$ cat src/rtl/sisc_pkg.sv
// ============================================================================
// sisc_pkg : loader state encoding and shared SISC datapath constants
// Rev 1.0
// ============================================================================
`default_nettype none

package sisc_pkg;

    localparam int INSTR_W = 32;
    localparam int BYTE_W  = 8;

    localparam logic [1:0] LANE_FIRST = 2'd0;
    localparam logic [1:0] LANE_LAST  = 2'd3;

    typedef enum logic [2:0] {
        ST_IDLE   = 3'd0,
        ST_LEN_HI = 3'd1,
        ST_LEN_LO = 3'd2,
        ST_DATA   = 3'd3,
        ST_WRITE  = 3'd4,
        ST_FINISH = 3'd5,
        ST_ERR    = 3'd6
    } loader_state_t;

endpackage

`default_nettype wire

$ cat src/rtl/prog_loader_byte_packer.sv
// ============================================================================
// byte_packer : shifts bytes MSB-first into a 32-bit instruction word
// Rev 1.0
// ============================================================================
`default_nettype none

module byte_packer
    import sisc_pkg::*;
(
    input  logic               clk,
    input  logic               rst_f,
    input  logic               clr,
    input  logic               shift_en,
    input  logic [BYTE_W-1:0]  byte_in,
    output logic [INSTR_W-1:0] word,
    output logic               word_ready
);

    logic [1:0] lane;

    always_ff @(posedge clk or negedge rst_f) begin
        if (!rst_f) begin
            word <= '0;
            lane <= LANE_FIRST;
        end else if (clr) begin
            word <= '0;
            lane <= LANE_FIRST;
        end else if (shift_en) begin
            word <= {word[INSTR_W-BYTE_W-1:0], byte_in};
            lane <= lane + 2'd1;
        end
    end

    // Asserted in the cycle the fourth byte is being shifted in.
    assign word_ready = shift_en && (lane == LANE_LAST);

endmodule

`default_nettype wire

$ cat src/rtl/prog_loader.sv
// ============================================================================
// prog_loader : byte-stream to instruction-memory loader holding the core in reset
// Rev 1.0
// ============================================================================
`default_nettype none

module prog_loader
    import sisc_pkg::*;
#(
    parameter int                ADDR_W    = 16,
    parameter logic [ADDR_W-1:0] BASE_ADDR = '0,
    parameter int                IM_DEPTH  = 65536,
    parameter int                TIMEOUT   = 1000000
) (
    input  logic               clk,
    input  logic               rst_f,
    input  logic               start,
    input  logic [7:0]         in_data,
    input  logic               in_valid,
    output logic               in_ready,
    output logic [ADDR_W-1:0]  im_addr,
    output logic [INSTR_W-1:0] im_wdata,
    output logic               im_we,
    output logic               cpu_rst_f,
    output logic               busy,
    output logic               done,
    output logic               err,
    output logic [15:0]        words_loaded
);

    localparam int              TO_W    = (TIMEOUT > 1) ? $clog2(TIMEOUT) : 1;
    localparam logic [TO_W-1:0] TO_LAST = TO_W'(TIMEOUT - 1);

    loader_state_t   state;
    logic [15:0]     len;
    logic [TO_W-1:0] to_cnt;
    logic            xfer;
    logic            waiting;
    logic            start_ok;
    logic            pk_ready;
    logic [15:0]     len_rx;
    logic [15:0]     count_nx;

    assign xfer     = in_valid && in_ready;
    assign waiting  = (state == ST_LEN_HI) || (state == ST_LEN_LO) || (state == ST_DATA);
    assign start_ok = start && ((state == ST_IDLE) || (state == ST_ERR));
    assign len_rx   = {len[15:8], in_data};
    assign count_nx = words_loaded + 16'd1;

    byte_packer u_packer (
        .clk        (clk),
        .rst_f      (rst_f),
        .clr        (start_ok),
        .shift_en   (xfer && (state == ST_DATA)),
        .byte_in    (in_data),
        .word       (im_wdata),
        .word_ready (pk_ready)
    );

    always_ff @(posedge clk or negedge rst_f) begin
        if (!rst_f) begin
            state        <= ST_IDLE;
            in_ready     <= 1'b0;
            im_we        <= 1'b0;
            im_addr      <= '0;
            cpu_rst_f    <= 1'b0;
            busy         <= 1'b0;
            done         <= 1'b0;
            err          <= 1'b0;
            words_loaded <= '0;
            len          <= '0;
            to_cnt       <= '0;
        end else begin
            im_we <= 1'b0;
            done  <= 1'b0;
            if (waiting && !xfer) begin
                // Stalled stream: abort before any partial word is written.
                if (to_cnt == TO_LAST) begin
                    err      <= 1'b1;
                    busy     <= 1'b0;
                    in_ready <= 1'b0;
                    to_cnt   <= '0;
                    state    <= ST_ERR;
                end else begin
                    to_cnt <= to_cnt + 1'b1;
                end
            end else begin
                to_cnt <= '0;
                case (state)
                    ST_IDLE, ST_ERR: begin
                        if (start_ok) begin
                            err          <= 1'b0;
                            words_loaded <= '0;
                            cpu_rst_f    <= 1'b0;
                            busy         <= 1'b1;
                            in_ready     <= 1'b1;
                            state        <= ST_LEN_HI;
                        end else if (state == ST_IDLE) begin
                            cpu_rst_f <= 1'b1;
                        end
                    end
                    ST_LEN_HI: begin
                        len[15:8] <= in_data;
                        state     <= ST_LEN_LO;
                    end
                    ST_LEN_LO: begin
                        len[7:0] <= in_data;
                        if (len_rx == 16'd0) begin
                            done      <= 1'b1;
                            cpu_rst_f <= 1'b1;
                            busy      <= 1'b0;
                            in_ready  <= 1'b0;
                            state     <= ST_FINISH;
                        end else if ({16'd0, len_rx} > 32'(IM_DEPTH)) begin
                            err      <= 1'b1;
                            busy     <= 1'b0;
                            in_ready <= 1'b0;
                            state    <= ST_ERR;
                        end else begin
                            state <= ST_DATA;
                        end
                    end
                    ST_DATA: begin
                        if (pk_ready) begin
                            in_ready <= 1'b0;
                            im_we    <= 1'b1;
                            im_addr  <= BASE_ADDR + ADDR_W'(words_loaded);
                            state    <= ST_WRITE;
                        end
                    end
                    ST_WRITE: begin
                        words_loaded <= count_nx;
                        if (count_nx == len) begin
                            done      <= 1'b1;
                            cpu_rst_f <= 1'b1;
                            busy      <= 1'b0;
                            state     <= ST_FINISH;
                        end else begin
                            in_ready <= 1'b1;
                            state    <= ST_DATA;
                        end
                    end
                    ST_FINISH: state <= ST_IDLE;
                    default:   state <= ST_IDLE;
                endcase
            end
        end
    end

endmodule

`default_nettype wire

$ cat config.mk
export PLATFORM = sky130hd
export DESIGN_NAME = prog_loader
export DESIGN_NICKNAME = d
export VERILOG_FILES = /design/src/rtl/sisc_pkg.sv /design/src/rtl/prog_loader_byte_packer.sv /design/src/rtl/prog_loader.sv
export SDC_FILE = /design/constraint.sdc
export NUM_CORES = 1
export LEC_CHECK = 0
export CAP_MARGIN = 10
export CORE_ASPECT_RATIO = 0.5
export CORE_UTILIZATION = 54
export CTS_CLUSTER_SIZE = 28
export DETAILED_ROUTE_END_ITERATION = 16
export GPL_TIMING_DRIVEN = 1
export MAX_ROUTING_LAYER = met4
export PLACE_DENSITY = 0.8
export SYNTH_ARGS = -nofsm -noshare
export SYNTH_HDL_FRONTEND = slang
export SYNTH_HIERARCHICAL = 1
export SYNTH_SLANG_ARGS = --single-unit
$ cat constraint.sdc
create_clock -name clk -period 3 [get_ports clk]
set_input_delay 0.45 -clock clk [delete_from_list [all_inputs] [get_ports clk]]
set_output_delay 0.45 -clock clk [all_outputs]
set_load 0.01 [all_outputs]
==> reports/qor.yml <==
clk_pin_slew_ns: 0.07
row_count: 25
slew_violations: 0
crit_path_frequent_cell: "nand4_1"
synth_ff_type: "dfrtp_1"
drive_gt1_frac: 0.135
die-area_um2: 10700
r2r_cells: 8
outcome: "complete, no violations"
hold_viol: 0
arrival_ns: 2.93
finalCriticalPeriod_ns: 2.70
cts_tree: "built"
grt_pass1_vias: 3791
fin_setup_tns_ns: 0
worst_pin_slew_ns: 0.843
dpl_cell_area_um2: 6430
cts_max_level: 3
synth-seq-area-share: 0.503
slowest_stage: "dfrtp_1"
antenna_found_initial: 0
design_area_um2: 6730
fp.coreArea_um2: 9700
path_max_fanout: 7
layout.nets: 609
peakVddDrop_mv: 0.357
drt-pass1-iter-count: 4
cts_root_buffer: "clkbuf_16"
grt_max_degree: 59
grt_use_total: 0.238
p_per_area_nw_per_um2: 737
drt_iter0_drc: 285
hpwl_mm: 7.83
clock_latency_ns: 0.34
clockBufferDepth: 2
synth-edff-count: 0
final.fill_count: 722
drcViolationCount: 0
synth_fp_nets: 534
die_y_um: 73.5
via_per_inst: 5.62
cts_sinks: 111
setup_viol: 0
fmax_mhz: 370
post_cts_resized: 0
cp-end-kind: "flip-flop"
cts_hold_buf: 0
ant_nets: 0
start_util: 0.569
synthToLayoutAreaGrowth_pct: 22.0
portBuffers: 81
cts_inserted_buffers: 9
crit_required_ns: 3.23
min_path_type: "primary input to async pin"
cts_setup_buffers: 0
r2r_slack_ns: 0.30
path_cells: "ha_1, nand4_1, nor3_1, o21ai_0, o22ai_1, nand4_1, o21ai_1, mux2_4"
synth_area_per_cell_um2: 10.6
slew_headroom: 0.436
synth_seq_cells: 111
r2r_start: "words_loaded[0]"
overflow: 0
yosysWarnings: 6
cp_slowest_stage_delay_ns: 0.47
min_period_over_period: 0.901
fin_util: 0.694
r2r-end: "in_ready"
routabilityCongestion: 0.901
p_leak_uw: 0.00285
grt_first_pass_wirelength_mm: 19.1
ios: 82
cp-start-kind: "flip-flop"
synthCells: 519
synth.cell_area_um2: 5520
detail_route.wl_per_cell_um: 15.6
drt_wl_total_mm: 11.4
async_reset_ff_frac: 1.00
dr_total_vias: 4122
cap_violations: 0
rsz0062_at_grt: "no"
synth_cell_types: 61
die_w_um: 145
finalClockSkew_ns: 0.00661
antenna_cells: 0
path_class: "flip-flop to flip-flop"
## final cells by class
cell class	count	area, um^2	share of cell area
Sequential cell	111	2780	0.412
Tap cell	135	169	0.0251
Multi-Input combinational cell	370	2520	0.375
Timing Repair Buffer	96	933	0.139
Inverter	6	22.5	0.00334
Clock buffer	10	239	0.0355
Clock inverter	6	68.8	0.0102
## kinds of logic (layout without fill, tap and decap cells)
| logic type | Yosys count | count (layout) | synth area share |
|---|---|---|---|
| AOI/OAI and AO/OA | 70 | 70 | 0.0768 |
| xor gates and xnor gates | 39 | 39 | 0.0619 |
| adders and majority gates | 3 | 3 | 0.00680 |
| buffers and inverters | 38 | 118 | 0.0412 |
| DFF | 111 | 111 | 0.503 |
| muxes | 68 | 68 | 0.132 |
| and+or+nand+nor | 190 | 190 | 0.179 |
## metrics by stage
| step | cells | hold slack (ns) | power (uW) | setup WS (ns) |
|---|---|---|---|---|
| floorplan | 519 | 0.154 | 3220 | 0.525 |
| global placement | 718 | 0.464 | 3740 | 0.417 |
| detailed placement | 718 | 0.468 | 3780 | 0.356 |
| CTS | 734 | 0.162 | 5000 | 0.321 |
| global route | 734 | 0.193 | 5270 | 0.0617 |
| finish | 734 | 0.128 | 4970 | 0.297 |
## sequential cells by signal, indices dropped and copies added (netlist names)
register       cells
done               1
im_we              1
state              3
busy               1
words_loaded      16
in_ready           1
im_addr           16
len               16
cpu_rst_f          1
u_packer/lane      2
err                1
u_packer/word     32
to_cnt            20
## worst max-delay path, delay by kind of cell (launching register included)
kind | cells | cell delay [ns]
adders and majority gates | 1 | 0.31
muxes | 1 | 0.31
DFF | 1 | 0.47
and+or+nand+nor | 3 | 0.86
AOI/OAI and AO/OA | 3 | 0.64
## power breakdown
group | total [uW] | switching (uW) | internal [uW]
sequential | 2120 | 358 | 1760
combinational | 1630 | 835 | 800
clock | 1210 | 533 | 675
total | 4970 | 1730 | 3240
## layout by cell type (no fill, tap or decap), types with 3 or more instances in the layout
master	instances
nand2_1	36
mux2_2	33
ha_1	3
clkbuf_16	9
buf_4	15
nor2_1	70
mux2i_1	34
a21oi_1	12
dfrtp_1	111
or3_1	6
nor3_1	11
xor2_1	15
nor4_1	6
nand4_1	8
nand3_1	14
inv_1	6
or4b_1	3
and3_1	3
nand2b_1	5
clkdlybuf4s50_1	80
xnor2_1	24
o21ai_0	34
and2_1	4
## synth_stat cells, drive strengths merged, types with 2 or more instances
cell / n / area (um^2)
mux2i: 34 / 340
clkbuf: 16 / 60.1
o41ai: 2 / 17.5
or3: 6 / 37.5
o211ai: 2 / 15.0
mux2: 34 / 387
nor4: 9 / 92.6
xor2: 15 / 131
inv: 6 / 22.5
a211oi: 2 / 15.0
and3: 3 / 18.8
a31oi: 2 / 12.5
o22ai: 2 / 12.5
nor3b: 2 / 15.0
nand3b: 2 / 15.0
xnor2: 24 / 210
nand2b: 5 / 31.3
nor3: 12 / 65.1
nand4: 10 / 75.1
o21a: 2 / 15.0
nand3: 15 / 80.1
ha: 3 / 37.5
and4: 2 / 17.5
buf: 16 / 145
nor2: 72 / 273
and2: 4 / 25.0
dfrtp: 111 / 2780
a21oi: 12 / 60.1
nand2: 36 / 135
or2: 2 / 12.5
or4: 2 / 18.8
a221oi: 2 / 23.8
or4b: 3 / 30.0
o21ai: 36 / 184
## worst max-delay path by stage
stage / end / startpoint / cells past startpoint / slack, ns
finish: in_ready / words_loaded[0] / 8 / 0.30
detailed placement: in_ready / words_loaded[0] / 8 / 0.36
global route: in_ready / words_loaded[0] / 8 / 0.06
floorplan: in_ready / words_loaded[0] / 8 / 0.53
global placement: im_addr[0] / in_valid / 7 / 0.42
CTS: in_ready / words_loaded[0] / 8 / 0.32
## layer usage
layer	GRT usage	share of wire	vias to the layer above
met4	0.0567	0.011	0
met3	0.0478	0.047	15
met5	-	0	-
li1	-	-	1974
met2	0.374	0.47	122
met1	0.321	0.47	2011
No activity file was read; power rests on OpenSTA's default activity.
